$ cat src/rtl/router_pkg.sv
// router_pkg: shared defaults for the sync/router block
package router_pkg;
  localparam int ROUTER_NUM_PORTS = 3;
  localparam int ROUTER_ADDR_W = 2;
  localparam int ROUTER_TIMEOUT = 30;
endpackage

$ cat src/rtl/router_sync_timer.sv
// router_sync_timer: per-port idle-valid watchdog issuing a one-cycle soft_reset
module router_sync_timer
  import router_pkg::*;
#(
  parameter int TIMEOUT = ROUTER_TIMEOUT
) (
  input  logic clock,
  input  logic resetn,
  input  logic vld,
  input  logic rd,
  output logic soft_reset,
  output logic expire
);
  localparam int CW = $clog2(TIMEOUT);
  logic [CW-1:0] cnt;
  logic inc;
  assign inc = vld & ~rd;
  // expire is the edge-aligned twin of soft_reset so the top can drop its destination on the same edge
  assign expire = inc && (cnt == CW'(TIMEOUT - 1));
  always_ff @(posedge clock or negedge resetn)
    if (!resetn) begin
      cnt <= '0;
      soft_reset <= 1'b0;
    end else begin
      soft_reset <= expire;
      cnt <= (inc && !expire) ? cnt + CW'(1) : '0;
    end
endmodule

$ cat src/rtl/router_sync_n.sv
// router_sync_n: latches packet destination, steers FIFO writes, and times out unread ports
module router_sync_n
  import router_pkg::*;
#(
  parameter int NUM_PORTS = ROUTER_NUM_PORTS,
  parameter int ADDR_W = ROUTER_ADDR_W,
  parameter int TIMEOUT = ROUTER_TIMEOUT
) (
  input  logic                 clock,
  input  logic                 resetn,
  input  logic                 detect_add,
  input  logic [ADDR_W-1:0]    data_in,
  input  logic                 write_enb_reg,
  input  logic [NUM_PORTS-1:0] full,
  input  logic [NUM_PORTS-1:0] empty,
  input  logic [NUM_PORTS-1:0] read_enb,
  output logic [NUM_PORTS-1:0] write_enb,
  output logic                 fifo_full,
  output logic [NUM_PORTS-1:0] vld_out,
  output logic [NUM_PORTS-1:0] soft_reset,
  output logic                 addr_err
);
  logic [ADDR_W-1:0] dest_q;
  logic dest_vld;
  logic in_range;
  logic [NUM_PORTS-1:0] expire;
  assign in_range = int'(data_in) < NUM_PORTS;
  assign vld_out = ~empty;
  assign write_enb = (write_enb_reg && dest_vld) ? NUM_PORTS'(1) << dest_q : '0;
  assign fifo_full = dest_vld ? full[dest_q] : 1'b0;
  // a new header outranks a timeout on the current destination
  always_ff @(posedge clock or negedge resetn)
    if (!resetn) begin
      dest_q <= '0;
      dest_vld <= 1'b0;
      addr_err <= 1'b0;
    end else begin
      addr_err <= detect_add && !in_range;
      if (detect_add) begin
        dest_q <= data_in;
        dest_vld <= in_range;
      end else if (dest_vld && expire[dest_q]) begin
        dest_vld <= 1'b0;
      end
    end
  for (genvar g = 0; g < NUM_PORTS; g++) begin : g_timer
    router_sync_timer #(.TIMEOUT(TIMEOUT)) u_timer (
      .clock(clock),
      .resetn(resetn),
      .vld(vld_out[g]),
      .rd(read_enb[g]),
      .soft_reset(soft_reset[g]),
      .expire(expire[g])
    );
  end
endmodule

$ cat config.mk
export PLATFORM = sky130hd
export DESIGN_NAME = router_sync_n
export DESIGN_NICKNAME = d
export VERILOG_FILES = /design/src/rtl/router_pkg.sv /design/src/rtl/router_sync_timer.sv /design/src/rtl/router_sync_n.sv
export SDC_FILE = /design/constraint.sdc
export NUM_CORES = 1
export LEC_CHECK = 0
export CORE_MARGIN = 3
export CORE_UTILIZATION = 50
export CTS_CLUSTER_DIAMETER = 40
export CTS_CLUSTER_SIZE = 10
export DETAILED_ROUTE_END_ITERATION = 10
export GPL_TIMING_DRIVEN = 0
export PLACE_DENSITY_LB_ADDON = 0.08
export SETUP_SLACK_MARGIN = 0.5
export SYNTH_ARGS = -nofsm -noshare
export SYNTH_HDL_FRONTEND = slang
export SYNTH_SLANG_ARGS = --single-unit
$ cat constraint.sdc
create_clock -name clock -period 3 [get_ports clock]
set_input_delay 0.9 -clock clock [delete_from_list [all_inputs] [get_ports clock]]
set_output_delay 0.9 -clock clock [all_outputs]
set_load 0.01 [all_outputs]
==> flow_metrics.py <==
metrics = {
    "yosys": {
        "synth.most_common_cell": "dfrtp_1",
        "async_flop_share_pct": 100,
        "ys_ff_latch": 22,
        "syn_nets": 123,
        "avgSynthCellArea_sq_um": 10.3,
        "ys_seq_area_share_pct": 52.4,
        "synth_edf_count": 0,
        "ys_types": 22,
        "postSynthCellCount": 102,
        "synthFlopType": "dfrtp_1",
        "synth_top_cell_by_area": "dfrtp_1",
        "synthTopCellsByArea": "dfrtp_1, ha_1, nor2_1",
        "synthesis.area_sq_um": 1050,
        "synth_common_cells": "dfrtp_1, nor2_1, inv_1, nand3_1",
        "ys_warn_count": 0,
        "synth_top_area_share_pct": 52.4,
    },
    "clock_tree": {
        "post-cts-setup-buffer-count": 0,
        "cts_buffer_depth": 2,
        "cts.clk_slew.worst_paths_ns": 0.11,
        "worstSkewPairLatency_ns": 0.29,
        "cts_buffers": 3,
        "clockRootBuffer": "clkbuf_4",
        "cts_max_level": 1,
        "clock-sinks": 22,
        "cts_tree": "built",
    },
    "worst_hold_path": {
        "min_from": "g_timer[2].u_timer.cnt[0]",
        "whs_endpoint": "g_timer[2].u_timer.cnt[0]",
        "whs_path_depth": 1,
        "hp-class": "reg -> reg",
    },
    "detailed_routing": {
        "route.vias.total": 792,
        "drt-total-wl_um": 1920,
        "drtIter0Drc": 11,
        "drcViolationCount": 0,
        "antenna_left": 0,
        "dr.pass1.iters": 4,
        "viasPerCell": 5.08,
        "wl_per_cell_um": 12.3,
    },
    "timing": {
        "slew_headroom_pct": 34.3,
        "min_period_ns": 2.47,
        "fmaxAchievable_mhz": 404,
        "grt_setup_unrepaired": "yes",
        "worstMarginPinSlew_ns": 0.982,
        "hold_violations": 0,
        "setup_tns_ns": 0,
        "slew_viol_final": 0,
        "fin_crit_sh_pct": 82.5,
        "setup_viol": 0,
        "fin_skew_ns": 0.00534,
    },
    "finish": {
        "drive_above_1_share_pct": 15.3,
        "nets": 153,
        "fill_cells": 154,
        "final_area_sq_um": 1330,
        "area_growth_pct": 27.1,
        "final_cells": 156,
        "diodes": 0,
    },
    "critical_path": {
        "cp.arrival_ns": 1.57,
        "cp_cell_sequence": "clkdlybuf4s15_1, mux2i_1, o22ai_1, and2_1, buf_2",
        "rr_worst_depth": 3,
        "cpMaxStageDelayCell": "clkdlybuf4s15_1",
        "crit-reg2reg-launch": "dest_q[1]",
        "worstReg2RegEnd": "dest_vld",
        "crit_buf_inv": 2,
        "cpPeakStageDelay_ns": 0.16,
        "r2r_slack_ns": 1.63,
        "worstSetupPathType": "in -> out",
        "startpoint_type": "primary input",
        "end_kind": "output port",
        "crit_fanout": 1,
        "critPathRequiredTime_ns": 2.10,
        "cpLargestDelayFamily": "buffers and inverters",
    },
    "placement": {
        "placed_cells": 152,
        "gp_congestion": 0.778,
        "hpwl_um": 1490,
        "port_buffers": 25,
        "dpl_cell_area_sq_um": 1330,
    },
    "floorplan": {
        "io_pins": 26,
        "fp.dieW_um": 51.8,
        "fp.dieH_um": 51.8,
        "core_sq_um": 1860,
        "dieArea_sq_um": 2690,
        "num_rows": 15,
        "initial_core_util_pct": 56.5,
    },
    "flow_run": {
        "maxCapViolCount": 0,
    },
    "grt": {
        "antenna_found_initial": 0,
        "grt_max_degree": 23,
        "grt_pass1_wl_um": 3460,
        "grt_pass1_vias": 772,
        "gr-total-overflow": 0,
        "grt_usage_pct": 17.1,
    },
    "power": {
        "ir_drop_mv": 0.305,
        "leakage_nw": 0.657,
        "p_per_area_nw_per_um2": 402,
    },
    "status": {
        "status": "finished, final reports clean",
    },
}
cell type report:
| cell class | instances | area (sq um) | area share, % |
|---|---|---|---|
| plain buffers | 6 | 45.0 | 3.38 |
| inverters | 8 | 30.0 | 2.25 |
| repair buffers | 25 | 209 | 15.7 |
| clock buffers | 4 | 36.3 | 2.72 |
| well taps | 25 | 31.3 | 2.35 |
| flip-flops and latches | 22 | 551 | 41.3 |
| multi-input cells | 66 | 432 | 32.4 |
timing repair:
item / 4_1_cts / 5_1_grt
resized for setup: 31 / 5
setup endpoints to repair: 7 / 4
pin swaps: 4 / 2
hold buffers: 0 / 0
sequential cells by signal, indices dropped and copies added (netlist names):
signal / cells
g_timer.u_timer.soft_reset: 3
g_timer.u_timer.cnt: 15
addr_err: 1
dest_q: 2
dest_vld: 1
placed cells by master (no fill, tap or decap), drive strengths merged, types with 2 or more instances in the layout:
master          n
dfrtp          22
nor2           19
clkdlybuf4s50  11
buf            10
inv             8
nand3           7
clkbuf          7
xor2            6
ha              6
nand2           6
dlygate4sd2     5
nor3            4
xnor2           3
nand4           3
o22ai           2
mux2            2
clkdlybuf4s15   2
metrics by stage:
stage | worst slack [ns] | hold slack (ns) | util (%) | power (mW)
2_1_floorplan | 0.806 | 0.460 | - | 0.346
3_3_place_gp | -0.0944 | 0.479 | 71.6 | 0.391
3_5_place_dp | -0.121 | 0.488 | 71.6 | 0.395
4_1_cts | 0.482 | 0.504 | 72.5 | 0.546
5_1_grt | 0.458 | 0.527 | 71.8 | 0.566
6_report | 0.526 | 0.499 | 71.8 | 0.536
power by group:
part | internal (mW) | total, mW | switching, mW
clock network | 0.0738 | 0.157 | 0.0828
registers | 0.304 | 0.314 | 0.00941
logic | 0.0337 | 0.0659 | 0.0322
cell families (layout without fill, tap and decap cells):
| logic type | after synthesis | after routing | share of synthesized area (%) |
|---|---|---|---|
| AO/OA/AOI/OAI | 3 | 3 | 1.91 |
| XOR/XNOR | 9 | 9 | 7.51 |
| adder cells (fa/ha/maj) | 6 | 6 | 7.15 |
| buffers and inverters | 14 | 43 | 7.15 |
| flip-flops | 22 | 22 | 52.4 |
| multiplexers | 3 | 3 | 3.10 |
| AND/OR/NAND/NOR | 45 | 45 | 20.7 |
routing by layer:
metal | up-vias | track usage [%] | share of wire [%] | wire length [um]
met5 | - | 0 | 0 | 0
met4 | 0 | 2.62 | 0.63 | 12
met3 | 2 | 4.30 | 5.5 | 106
met2 | 19 | 27.4 | 47 | 907
met1 | 382 | 23.7 | 46 | 890
li1 | 389 | - | - | -
worst max-delay path by stage:
stage,start,to,depth (start not counted)
floorplan,write_enb_reg,write_enb[1],2
global placement,full[1],fifo_full,5
detailed placement,full[2],fifo_full,5
CTS,full[1],fifo_full,5
global route,full[1],fifo_full,5
finish,full[1],fifo_full,5
Power figures use the tool's default switching activity.
